==> config.mk <==
export PLATFORM = sky130hd
export DESIGN_NAME = data_mem_dp_flat
export DESIGN_NICKNAME = d
export VERILOG_FILES = /design/src/rtl/data_mem_dp_if.sv /design/src/rtl/data_mem_dp.sv /design/src/flat_wrapper.sv
export SDC_FILE = /design/constraint.sdc
export NUM_CORES = 1
export LEC_CHECK = 0
export CORE_MARGIN = 1
export CORE_UTILIZATION = 31
export CTS_CLUSTER_SIZE = 30
export DETAILED_ROUTE_END_ITERATION = 16
export PLACE_DENSITY = 0.5
export SYNTH_ARGS = -nofsm -noshare
export SYNTH_HDL_FRONTEND = slang
export SYNTH_SLANG_ARGS = --single-unit
==> constraint.sdc <==
create_clock -name clk -period 4.95 [get_ports clk]
set_clock_uncertainty 0.15 [all_clocks]
set_input_delay 0.7425 -clock clk [delete_from_list [all_inputs] [get_ports clk]]
set_output_delay 0.7425 -clock clk [all_outputs]
set_load 0.01 [all_outputs]
==> src/rtl/data_mem_dp_if.sv <==
// Port bundle for data_mem_dp: port A read/masked-write, port B registered read,
// and the initialisation request/busy pair.
interface data_mem_dp_if #(
  parameter int DATA_SIZE = 8,
  parameter int ADDR_SIZE = 5,
  parameter int LANE_SIZE = 4
);
  localparam int NUM_LANES = DATA_SIZE / LANE_SIZE;

  logic                 INIT_REQ;
  logic                 BUSY;
  logic                 W;
  logic [NUM_LANES-1:0] WMASK;
  logic [DATA_SIZE-1:0] DATA_WR;
  logic [ADDR_SIZE-1:0] ADDR_A;
  logic [DATA_SIZE-1:0] DATA_RD_A;
  logic                 RE_B;
  logic [ADDR_SIZE-1:0] ADDR_B;
  logic [DATA_SIZE-1:0] DATA_RD_B;
  logic                 VALID_B;

  modport master (
    output INIT_REQ, W, WMASK, DATA_WR, ADDR_A, RE_B, ADDR_B,
    input  BUSY, DATA_RD_A, DATA_RD_B, VALID_B
  );

  modport slave (
    input  INIT_REQ, W, WMASK, DATA_WR, ADDR_A, RE_B, ADDR_B,
    output BUSY, DATA_RD_A, DATA_RD_B, VALID_B
  );
endinterface

==> src/rtl/data_mem_dp.sv <==
// Dual-port data memory: async read + lane-masked write on port A, registered
// read on port B, with a sequential (re)initialisation engine sharing the write port.
module data_mem_dp #(
  parameter int DATA_SIZE = 8,
  parameter int ADDR_SIZE = 5,
  parameter int LANE_SIZE = 4,
  parameter int INIT_MODE = 0
) (
  input logic          clk,
  input logic          rst,
  data_mem_dp_if.slave bus
);
  localparam int NUM_LANES = DATA_SIZE / LANE_SIZE;
  localparam int MEM_SIZE  = 2 ** ADDR_SIZE;

  typedef enum logic {ST_INIT, ST_READY} state_t;

  localparam state_t RST_STATE = (INIT_MODE == 2) ? ST_READY : ST_INIT;

  state_t               state_reg, state_next;
  logic [ADDR_SIZE-1:0] cnt_reg, cnt_next;
  logic [DATA_SIZE-1:0] mem [MEM_SIZE];

  logic                 busy;
  logic                 collide;
  logic                 port_a_wr;
  logic                 port_b_rd;
  logic                 wr_en;
  logic [ADDR_SIZE-1:0] wr_addr;
  logic [DATA_SIZE-1:0] wr_word;
  logic [DATA_SIZE-1:0] init_word;
  logic [DATA_SIZE-1:0] word_a;
  logic [DATA_SIZE-1:0] word_b;
  logic [DATA_SIZE-1:0] merged_a;
  logic [DATA_SIZE-1:0] fwd_b;
  logic [DATA_SIZE-1:0] data_rd_b_reg;
  logic                 valid_b_reg;

  always_ff @(posedge clk) begin
    if (rst) begin
      state_reg <= RST_STATE;
      cnt_reg   <= '0;
    end else begin
      state_reg <= state_next;
      cnt_reg   <= cnt_next;
    end
  end

  always_comb begin
    state_next = state_reg;
    cnt_next   = cnt_reg;
    case (state_reg)
      ST_INIT: begin
        if (bus.INIT_REQ) begin
          cnt_next = '0;
        end else begin
          cnt_next = cnt_reg + ADDR_SIZE'(1);
          if (cnt_reg == {ADDR_SIZE{1'b1}}) state_next = ST_READY;
        end
      end
      ST_READY: begin
        if (bus.INIT_REQ && INIT_MODE != 2) begin
          state_next = ST_INIT;
          cnt_next   = '0;
        end
      end
      default: state_next = RST_STATE;
    endcase
  end

  assign busy      = (state_reg == ST_INIT);
  assign init_word = (INIT_MODE == 0) ? DATA_SIZE'(cnt_reg) : '0;
  assign word_a    = mem[bus.ADDR_A];
  assign word_b    = mem[bus.ADDR_B];
  assign collide   = bus.W && (bus.ADDR_A == bus.ADDR_B);

  // Port A writes are read-modify-write of the whole word; port B forwards
  // freshly written lanes on a same-address collision.
  generate
    for (genvar gi = 0; gi < NUM_LANES; gi++) begin : g_lane
      assign merged_a[gi*LANE_SIZE +: LANE_SIZE] = bus.WMASK[gi]
          ? bus.DATA_WR[gi*LANE_SIZE +: LANE_SIZE]
          : word_a[gi*LANE_SIZE +: LANE_SIZE];
      assign fwd_b[gi*LANE_SIZE +: LANE_SIZE] = (collide && bus.WMASK[gi])
          ? bus.DATA_WR[gi*LANE_SIZE +: LANE_SIZE]
          : word_b[gi*LANE_SIZE +: LANE_SIZE];
    end
  endgenerate

  assign port_a_wr = bus.W && !busy && (|bus.WMASK);
  assign port_b_rd = bus.RE_B && !busy;
  assign wr_en     = busy || port_a_wr;
  assign wr_addr   = busy ? cnt_reg : bus.ADDR_A;
  assign wr_word   = busy ? init_word : merged_a;

  // Contents survive reset; only the init engine or port A change them.
  always_ff @(posedge clk) begin
    if (wr_en && !rst) mem[wr_addr] <= wr_word;
  end

  always_ff @(posedge clk) begin
    if (rst) begin
      data_rd_b_reg <= '0;
      valid_b_reg   <= 1'b0;
    end else begin
      valid_b_reg <= port_b_rd;
      if (port_b_rd) data_rd_b_reg <= fwd_b;
    end
  end

  assign bus.BUSY      = busy;
  assign bus.DATA_RD_A = busy ? '0 : word_a;
  assign bus.DATA_RD_B = data_rd_b_reg;
  assign bus.VALID_B   = valid_b_reg;
endmodule

==> src/flat_wrapper.sv <==
// flat-port wrapper written by rule: the top's interface ports become plain ports
module data_mem_dp_flat 
#(
  parameter int DATA_SIZE = 8,
  parameter int ADDR_SIZE = 5,
  parameter int LANE_SIZE = 4,
  parameter int INIT_MODE = 0
)
  (clk, rst, bus_INIT_REQ, bus_W, bus_WMASK, bus_DATA_WR, bus_ADDR_A, bus_RE_B, bus_ADDR_B, bus_BUSY, bus_DATA_RD_A, bus_DATA_RD_B, bus_VALID_B);
  data_mem_dp_if #(.DATA_SIZE(DATA_SIZE), .ADDR_SIZE(ADDR_SIZE), .LANE_SIZE(LANE_SIZE)) bus_i ();
  input logic clk;
  input logic rst;
  input wire logic [$bits(bus_i.INIT_REQ)-1:0] bus_INIT_REQ;
  input wire logic [$bits(bus_i.W)-1:0] bus_W;
  input wire logic [$bits(bus_i.WMASK)-1:0] bus_WMASK;
  input wire logic [$bits(bus_i.DATA_WR)-1:0] bus_DATA_WR;
  input wire logic [$bits(bus_i.ADDR_A)-1:0] bus_ADDR_A;
  input wire logic [$bits(bus_i.RE_B)-1:0] bus_RE_B;
  input wire logic [$bits(bus_i.ADDR_B)-1:0] bus_ADDR_B;
  output wire logic [$bits(bus_i.BUSY)-1:0] bus_BUSY;
  output wire logic [$bits(bus_i.DATA_RD_A)-1:0] bus_DATA_RD_A;
  output wire logic [$bits(bus_i.DATA_RD_B)-1:0] bus_DATA_RD_B;
  output wire logic [$bits(bus_i.VALID_B)-1:0] bus_VALID_B;
  assign bus_i.INIT_REQ = bus_INIT_REQ;
  assign bus_i.W = bus_W;
  assign bus_i.WMASK = bus_WMASK;
  assign bus_i.DATA_WR = bus_DATA_WR;
  assign bus_i.ADDR_A = bus_ADDR_A;
  assign bus_i.RE_B = bus_RE_B;
  assign bus_i.ADDR_B = bus_ADDR_B;
  assign bus_BUSY = bus_i.BUSY;
  assign bus_DATA_RD_A = bus_i.DATA_RD_A;
  assign bus_DATA_RD_B = bus_i.DATA_RD_B;
  assign bus_VALID_B = bus_i.VALID_B;
  data_mem_dp #(.DATA_SIZE(DATA_SIZE), .ADDR_SIZE(ADDR_SIZE), .LANE_SIZE(LANE_SIZE), .INIT_MODE(INIT_MODE)) u_core (.clk(clk), .rst(rst), .bus(bus_i));
endmodule
Word level (Yosys, flattened, before mapping)
Memories as Yosys holds them, arrays and structs flattened.
Index checks and enable logic that the tools add are counted.
Cells by class
  $add $sub $neg: 1
  $mul: 0
  divide/modulo/power cells: 0
  order comparisons: 0
  equality and inequality tests: 3
  shift operators: 0
  muxes and demuxes: 16
  bitwise logic cells: 1
  reductions and logical operators: 10
Operators by type and width (number)
  4-bit 2-to-1 mux: 4
  8-bit 2-to-1 mux: 2
  5-bit 2-to-1 mux: 3
  5-bit case mux with 2 select lines: 1
  1-bit logical AND: 7
  5-bit by 1-bit adder with 5-bit output, second input constant: 1
  5-bit equality test: 1
  5-bit equality test, second input constant: 1
  1-bit 2-to-1 mux: 5
  2-bit inequality test, second input constant: 1
  1-bit case mux with 2 select lines: 1
  2-bit OR reduction: 1
  1-bit logical NOT: 1
  1-bit logical OR: 1
  1-bit NOT: 1
Word-level totals
  register bits after elaboration: 15
  bits in latches: 0
  RAM bits: 256
  ROM bits: 0
  bits of input ports: 25
  output and inout port bits: 18
  logic and storage cells: 36
  memories kept: 1
Memories
  u_core.mem: words 32, width 8, rd ports 2, clocked after Yosys merged registers in 0, wr ports 1, line data_mem_dp.sv:22  | logic [DATA_SIZE-1:0] mem [MEM_SIZE];

Depth between registers and ports, before layout
Gate-level depths: netlist of the first run.
  word-level depth: 6
  gate-level depth with buffers: 8
  mapped depth without buffers: 5

Least setup slack after synthesis of the first run
Ideal clock, no wire load.
  kind: in2reg
  start: input bus_ADDR_A[1]
  end: memory u_core.mem[0][6], data pin
  setup time: 0.454 ns
  arrival time: 3.246 ns
  required time: 4.346 ns
  path slack: 1.100 ns
  cell stages on the path: 6
  buffers on the path: 2
  cells stage by stage: buf_6 > buf_6 > mux4_2 > o22ai_1 > or4_1 > o21ai_0
On the way
  word-level cells in the longest chain between the ends: 3
Ends and longest elaborated chain
  start: declaration: line flat_wrapper.sv:17  | input wire logic [$bits(bus_i.ADDR_A)-1:0] bus_ADDR_A;
  memory read 32 x 8 bit
  4-bit 2-to-1 mux: line data_mem_dp.sv:82  | ? bus.DATA_WR[gi*LANE_SIZE +: LANE_SIZE]
  8-bit 2-to-1 mux: line data_mem_dp.sv:94  | assign wr_word = busy ? init_word : merged_a;
  named net u_core.wr_word[6]: line data_mem_dp.sv:30  | logic [DATA_SIZE-1:0] wr_word;
  end: declaration: line data_mem_dp.sv:22
The timed path passes the listed nets, and every way through them passes these cells.

Final worst setup path of the first run
  start: input bus_ADDR_A[3]
  end: output bus_DATA_RD_A[7]
On the way
  word-level cells in the longest chain between the ends: 2
Ends and longest elaborated chain
  memory read 32 x 8 bit
  8-bit 2-to-1 mux: line data_mem_dp.sv:112  | assign bus.DATA_RD_A = busy ? '0 : word_a;
  end: declaration: line flat_wrapper.sv:21  | output wire logic [$bits(bus_i.DATA_RD_A)-1:0] bus_DATA_RD_A;
No other way between the ends.

==> results of run 1 <==
-- area by class of cell --
| class | count | area [um^2] | share of cell area, % |
|---|---|---|---|
| sequential | 271 | 7990 | 53.3 |
| multi-input combinational | 391 | 4520 | 30.2 |
| timing repair buffer | 96 | 861 | 5.75 |
| clock buffer | 39 | 763 | 5.10 |
| tap | 532 | 666 | 4.44 |
| clock inverter | 14 | 168 | 1.12 |
| inverter | 4 | 15.0 | 0.100 |
-- through the flow --
stage          setup WS [ps]  power, mW
3_3_place_gp             405       2.89
3_5_place_dp             420       2.89
5_1_grt                  340       5.14
2_1_floorplan           1100       2.76
6_report                 437       5.00
4_1_cts                  419       5.05
-- layout by cell type, fill, tap and decap left out, types with 3 or more instances in the layout --
| cell type | count |
|---|---|
| nor4_1 | 9 |
| bufinv_16 | 4 |
| mux4_2 | 117 |
| xor2_1 | 5 |
| a21oi_2 | 4 |
| or4_1 | 3 |
| clkdlybuf4s50_1 | 38 |
| or3b_2 | 6 |
| mux2i_1 | 10 |
| nand2_1 | 16 |
| clkbuf_16 | 29 |
| clkinv_2 | 5 |
| or3_1 | 3 |
| nand2b_1 | 7 |
| o21ai_1 | 3 |
| nor2_1 | 55 |
| o21ai_0 | 9 |
| o21ai_2 | 3 |
| mux4_1 | 9 |
| nor3b_1 | 4 |
| a211oi_1 | 4 |
| nand3b_1 | 9 |
| dfxtp_1 | 15 |
| and2_1 | 6 |
| a21oi_1 | 7 |
| o22ai_1 | 61 |
| inv_1 | 3 |
| buf_4 | 52 |
| clkbuf_1 | 10 |
| edfxtp_1 | 256 |
| buf_12 | 4 |
| nand3_1 | 10 |
| clkinv_1 | 5 |
-- synthesized netlist by cell type, types with 10 or more instances --
cell | count | area share (%)
edfxtp_1 | 256 | 60
mux4_2 | 117 | 21
o22ai_1 | 61 | 3.0
nor2_1 | 55 | 1.6
buf_2 | 18 | 0.70
nand2_1 | 16 | 0.47
dfxtp_1 | 15 | 2.3
clkbuf_1 | 14 | 0.41
o21ai_0 | 12 | 0.47
a21oi_1 | 11 | 0.43
mux2i_1 | 10 | 0.78
nand3_1 | 10 | 0.39
-- worst min-delay path, stage by stage (launching register included) --
cell	delay, ps
dfxtp_1	310
nor2_1	90
a211oi_1	50
-- power groups by stage --
stage               Clock (mW)  Combinational, mW  Sequential, mW
finish                    2.16              0.346            2.49
global route              2.29              0.362            2.49
CTS                       2.21              0.346            2.49
detailed placement           0              0.345            2.54
global placement             0              0.346            2.54
floorplan                    0              0.227            2.54
-- routing by layer --
metal	part of all wire (%)	global-route usage, %
met5	0.098	0
met1	43	26.0
met2	47	29.8
met4	2.3	5.71
met3	7.5	3.23
-- final timing paths --
check / end / slack, ps / cells after the start / from
max reg2reg: u_core.mem[9][6] / 1860 / 5 / u_core.state_reg
min: u_core.bus.DATA_RD_B[5] / 350 / 2 / u_core.bus.DATA_RD_B[5]
max: bus_DATA_RD_A[7] / 440 / 6 / bus_ADDR_A[3]
min reg2reg: u_core.bus.DATA_RD_B[5] / 350 / 2 / u_core.bus.DATA_RD_B[5]
-- cell families (layout without fill, tap and decap cells) --
logic type                 after synthesis  after routing  share of synthesized area (%)
buffers and inverters                   55            153                           2.66
adders and majority gates                2              2                          0.195
and+or+nand+nor                        140            140                           5.65
DFF                                    271            271                           62.3
muxes                                  138            138                           23.6
AOI/OAI and AO/OA                      103            103                           5.00
xor gates and xnor gates                 8              8                          0.605
==> results.cfg, run 1 <==
[critical_path]
cp_max_fo = 13
cp_top_family = buffers and inverters
worst_ep_required_time_ps = 4060
slowest_stage = clkdlybuf4s50_1
crit_chain = clkdlybuf4s50_1, or3_1, o22ai_1, or4_1, nor2_1, clkdlybuf4s50_1
crit_arrival_ps = 3620
crit_path_frequent_cell = clkdlybuf4s50_1
critPathKind = input pin to output pin
max_stage_delay_ps = 800
cp-end-kind = output pin
start_kind = input pin
cp.buffers_inverters = 2

[clocking]
cts-root-buf = clkbuf_16
cts_max_path_buffers = 3
clk_latency_ps = 560
cts_made_buffers = 29
ctsHoldBuffers = 0
path_clk_slew_ps = 60
cts_setup_buffers = 0
cts_sinks = 271
tritoncts = built
cts.htree.levels = 1
cts-resized-gates = 0

[drt]
vias = 7611
drc = 0
first_pass_iters = 5
first_iter_violations = 971
routed_via_density = 5.65
finalWirelength_um = 38900
wl_per_cell_um = 28.9
ant_nets = 0

[synth]
synth.net_count = 744
synth-seq-cells = 271
synthCells = 717
mappedNetlistArea_um2 = 12800
synth_edf_count = 256
async_flop_share_pct = 0
synth_area_per_cell_um2 = 17.9
ys_seq_area_share_pct = 62.3
yosysUniqueCellTypes = 51
ys_warn_count = 0
synthFlopType = edfxtp_1

[die]
dieWidth_um = 205
std_cell_rows = 74
initial_core_util_pct = 31.4
die-area_um2 = 42200
io_pins = 43
die_h_um = 205
core_area_um2 = 40800

[power_and_ir_drop]
cellLeakagePower_nw = 4.61
combPwrFrac_pct = 6.9
power.density_nw_per_um2 = 334
clockPowerShare_pct = 43.2
peakVddDrop_mv = 0.215
p_sw_mw = 1.08
seq_power_share_pct = 49.9
intPower_mw = 3.92
swShare_pct = 21.6

[layout]
largest_register_ffs = 256
instances_no_fill = 1347
layout-drive-gt1-share_pct = 28.6
area_growth_pct = 16.8
nets = 820
fin_util_pct = 36.7
n_fill_cell = 3789
final_cell_area_um2 = 15000
insertedDiodeCount = 0

[placement]
dpl.cell_count = 1294
globalplace.congestion = 0.883
port_buffers = 42
dp_hpwl_um = 26900
placed_cell_area_um2 = 14000

[global_route]
grt_start_max_net_pins = 38
grt_pass1_vias = 7627
antenna_found_initial = 4
grt-ovfl-total = 0
grt_pass1_wl_um = 55500
track_usage_pct = 18.7

[flow_run]
drv_cap = 0

[sta]
finalCritPeriodShare_pct = 91.2
final-hold-violation-count = 0
relSlewSlack_pct = 30.5
fmax_ghz = 0.222
rsz0062_at_grt = no
drv_slew = 0
final.setup.tns_ps = 0
fin_crit_ps = 4510
fin_hold_ws_ps = 345
setup_viol_count_final = 0
tightest_slew_ps = 1040

[min_path]
min_path_type = flip-flop to flip-flop

[run_status]
outcome = complete, no violations
No activity file was read; power rests on OpenSTA's default activity.
==> run 2: changes to the inputs <==
- CTS_BUF_LIST: unset -> sky130_fd_sc_hd__clkbuf_16
==> results.cfg, run 2 (synthesis results as in run 1) <==
[power_and_ir_drop]
intPower_mw = 3.90
cellLeakagePower_nw = 4.65
peakVddDrop_mv = 0.215
p_sw_mw = 1.08
seq_power_share_pct = 50.0
power.density_nw_per_um2 = 333
combPwrFrac_pct = 7.0
clockPowerShare_pct = 43.0
swShare_pct = 21.7

[placement]
port_buffers = 42
dp_hpwl_um = 26900
placed_cell_area_um2 = 14000
pre_cts_slack_ps = 420
dpl.cell_count = 1294
globalplace.congestion = 0.883

[critical_path]
crit_chain = clkdlybuf4s50_1, nand3b_1, o22ai_1, or4_1, nor2_1, clkdlybuf4s50_1
reg2reg_from = u_core.state_reg
crit_path_frequent_cell = clkdlybuf4s50_1
start_kind = input pin
ff2ff_setup_slack_ps = 1840
slowest_stage = clkdlybuf4s50_1
rr_worst_depth = 5
cp_max_fo = 13
max_stage_delay_ps = 790
reg2reg_to = u_core.mem[9][6]
critPathKind = input pin to output pin
worst_ep_required_time_ps = 4060
cp-end-kind = output pin
crit_arrival_ps = 3640

[drt]
vias = 7633
routed_via_density = 5.67
drc = 0
finalWirelength_um = 38900
first_iter_violations = 981
wl_per_cell_um = 28.9
first_pass_iters = 5
ant_nets = 0

[global_route]
track_usage_pct = 18.7
grt_start_max_net_pins = 38
grt_pass1_vias = 7627
antenna_found_initial = 4
grt_pass1_wl_um = 55500
grt-ovfl-total = 0

[die]
initial_core_util_pct = 31.4
dieWidth_um = 205
std_cell_rows = 74
die_h_um = 205
io_pins = 43
die-area_um2 = 42200
core_area_um2 = 40800

[clocking]
cts_sinks = 271
cts_setup_buffers = 0
ctsHoldBuffers = 0
cts_max_path_buffers = 3
tritoncts = built
cts-root-buf = clkbuf_16
cts-resized-gates = 0
path_clk_slew_ps = 60
cts_made_buffers = 29
cts.htree.levels = 1
clk_latency_ps = 560

[sta]
relSlewSlack_pct = 30.2
fin_crit_ps = 4540
worst_slack_ps = 413
drv_slew = 0
finalCritPeriodShare_pct = 91.7
final.setup.tns_ps = 0
final-hold-violation-count = 0
rsz0062_at_grt = no
setup_viol_count_final = 0
fmax_ghz = 0.220
tightest_slew_ps = 1040

[min_path]
worstHoldStart = u_core.bus.DATA_RD_B[5]
holdPathStages = 2
min_to = u_core.bus.DATA_RD_B[5]
min_path_type = flip-flop to flip-flop

[layout]
final_cell_mix = edfxtp_1 (256), mux4_2 (117), o22ai_1 (61), nor2_1 (55), buf_4 (52)
final_cell_area_um2 = 15000
nets = 820
final_common_cell = edfxtp_1
fin_util_pct = 36.7
area_growth_pct = 16.8
layout-drive-gt1-share_pct = 28.6
largest_register_ffs = 256
instances_no_fill = 1347
insertedDiodeCount = 0

[flow_run]
drv_cap = 0

[run_status]
outcome = complete, no violations
## run 2: cell types whose count changed in the layout (fill, tap and decap cells not counted), sizes merged
cell	delta
clkbuf	-10
inv	+10
## run 2: worst max path at each step
| stage | startpoint | to | slack (ps) | cells after the start |
|---|---|---|---|---|
| detailed placement | bus_ADDR_A[4] | bus_DATA_RD_A[6] | 420 | 6 |
| global route | bus_ADDR_A[4] | bus_DATA_RD_A[6] | 340 | 6 |
| CTS | bus_ADDR_A[4] | bus_DATA_RD_A[6] | 420 | 6 |
| global placement | bus_ADDR_A[4] | bus_DATA_RD_A[5] | 410 | 6 |
| finish | bus_ADDR_A[4] | bus_DATA_RD_A[5] | 410 | 6 |
| floorplan | bus_ADDR_A[1] | u_core.mem[0][6] | 1100 | 6 |
## run 2: per-layer routing
metal | part of all wire [%] | up-vias | track usage, %
li1 | - | 3201 | -
met1 | 43 | 4012 | 26.0
met2 | 47 | 352 | 29.8
met3 | 7.6 | 62 | 3.23
met4 | 2.4 | 6 | 5.71
met5 | 0.098 | - | 0
## run 2: layout make-up
class | count | area, um^2
Clock buffer | 29 | 726
Clock inverter | 24 | 205
Fill cell | 3789 | 25900
Inverter | 4 | 15.0
Multi-Input combinational cell | 391 | 4520
Sequential cell | 271 | 7990
Tap cell | 532 | 666
Timing Repair Buffer | 96 | 861
## run 2: critical path, delay by kind of cell
kind	cells	cell delay, ps
compound gates	1	260
buf+inv	2	1370
simple gates	3	1260
## run 2: power by group through the flow
stage	Clock [mW]	Sequential (mW)	Combinational [mW]
6_report	2.14	2.49	0.346
2_1_floorplan	0	2.54	0.227
3_3_place_gp	0	2.54	0.346
4_1_cts	2.19	2.49	0.346
3_5_place_dp	0	2.54	0.345
5_1_grt	2.27	2.49	0.362
## run 2: metrics by stage
step | power (mW) | hold slack, ps
after floorplan | 2.76 | 340
after global placement | 2.89 | 346
after detailed placement | 2.89 | 343
after CTS | 5.03 | 352
after global routing | 5.12 | 365
final | 4.98 | 345
==> run 3: changes to the inputs <==
- ABC_CLOCK_PERIOD_IN_PS: unset -> 4950
==> results of run 3 <==
No change in the layout: final DEF, timing and power equal those of run 2.
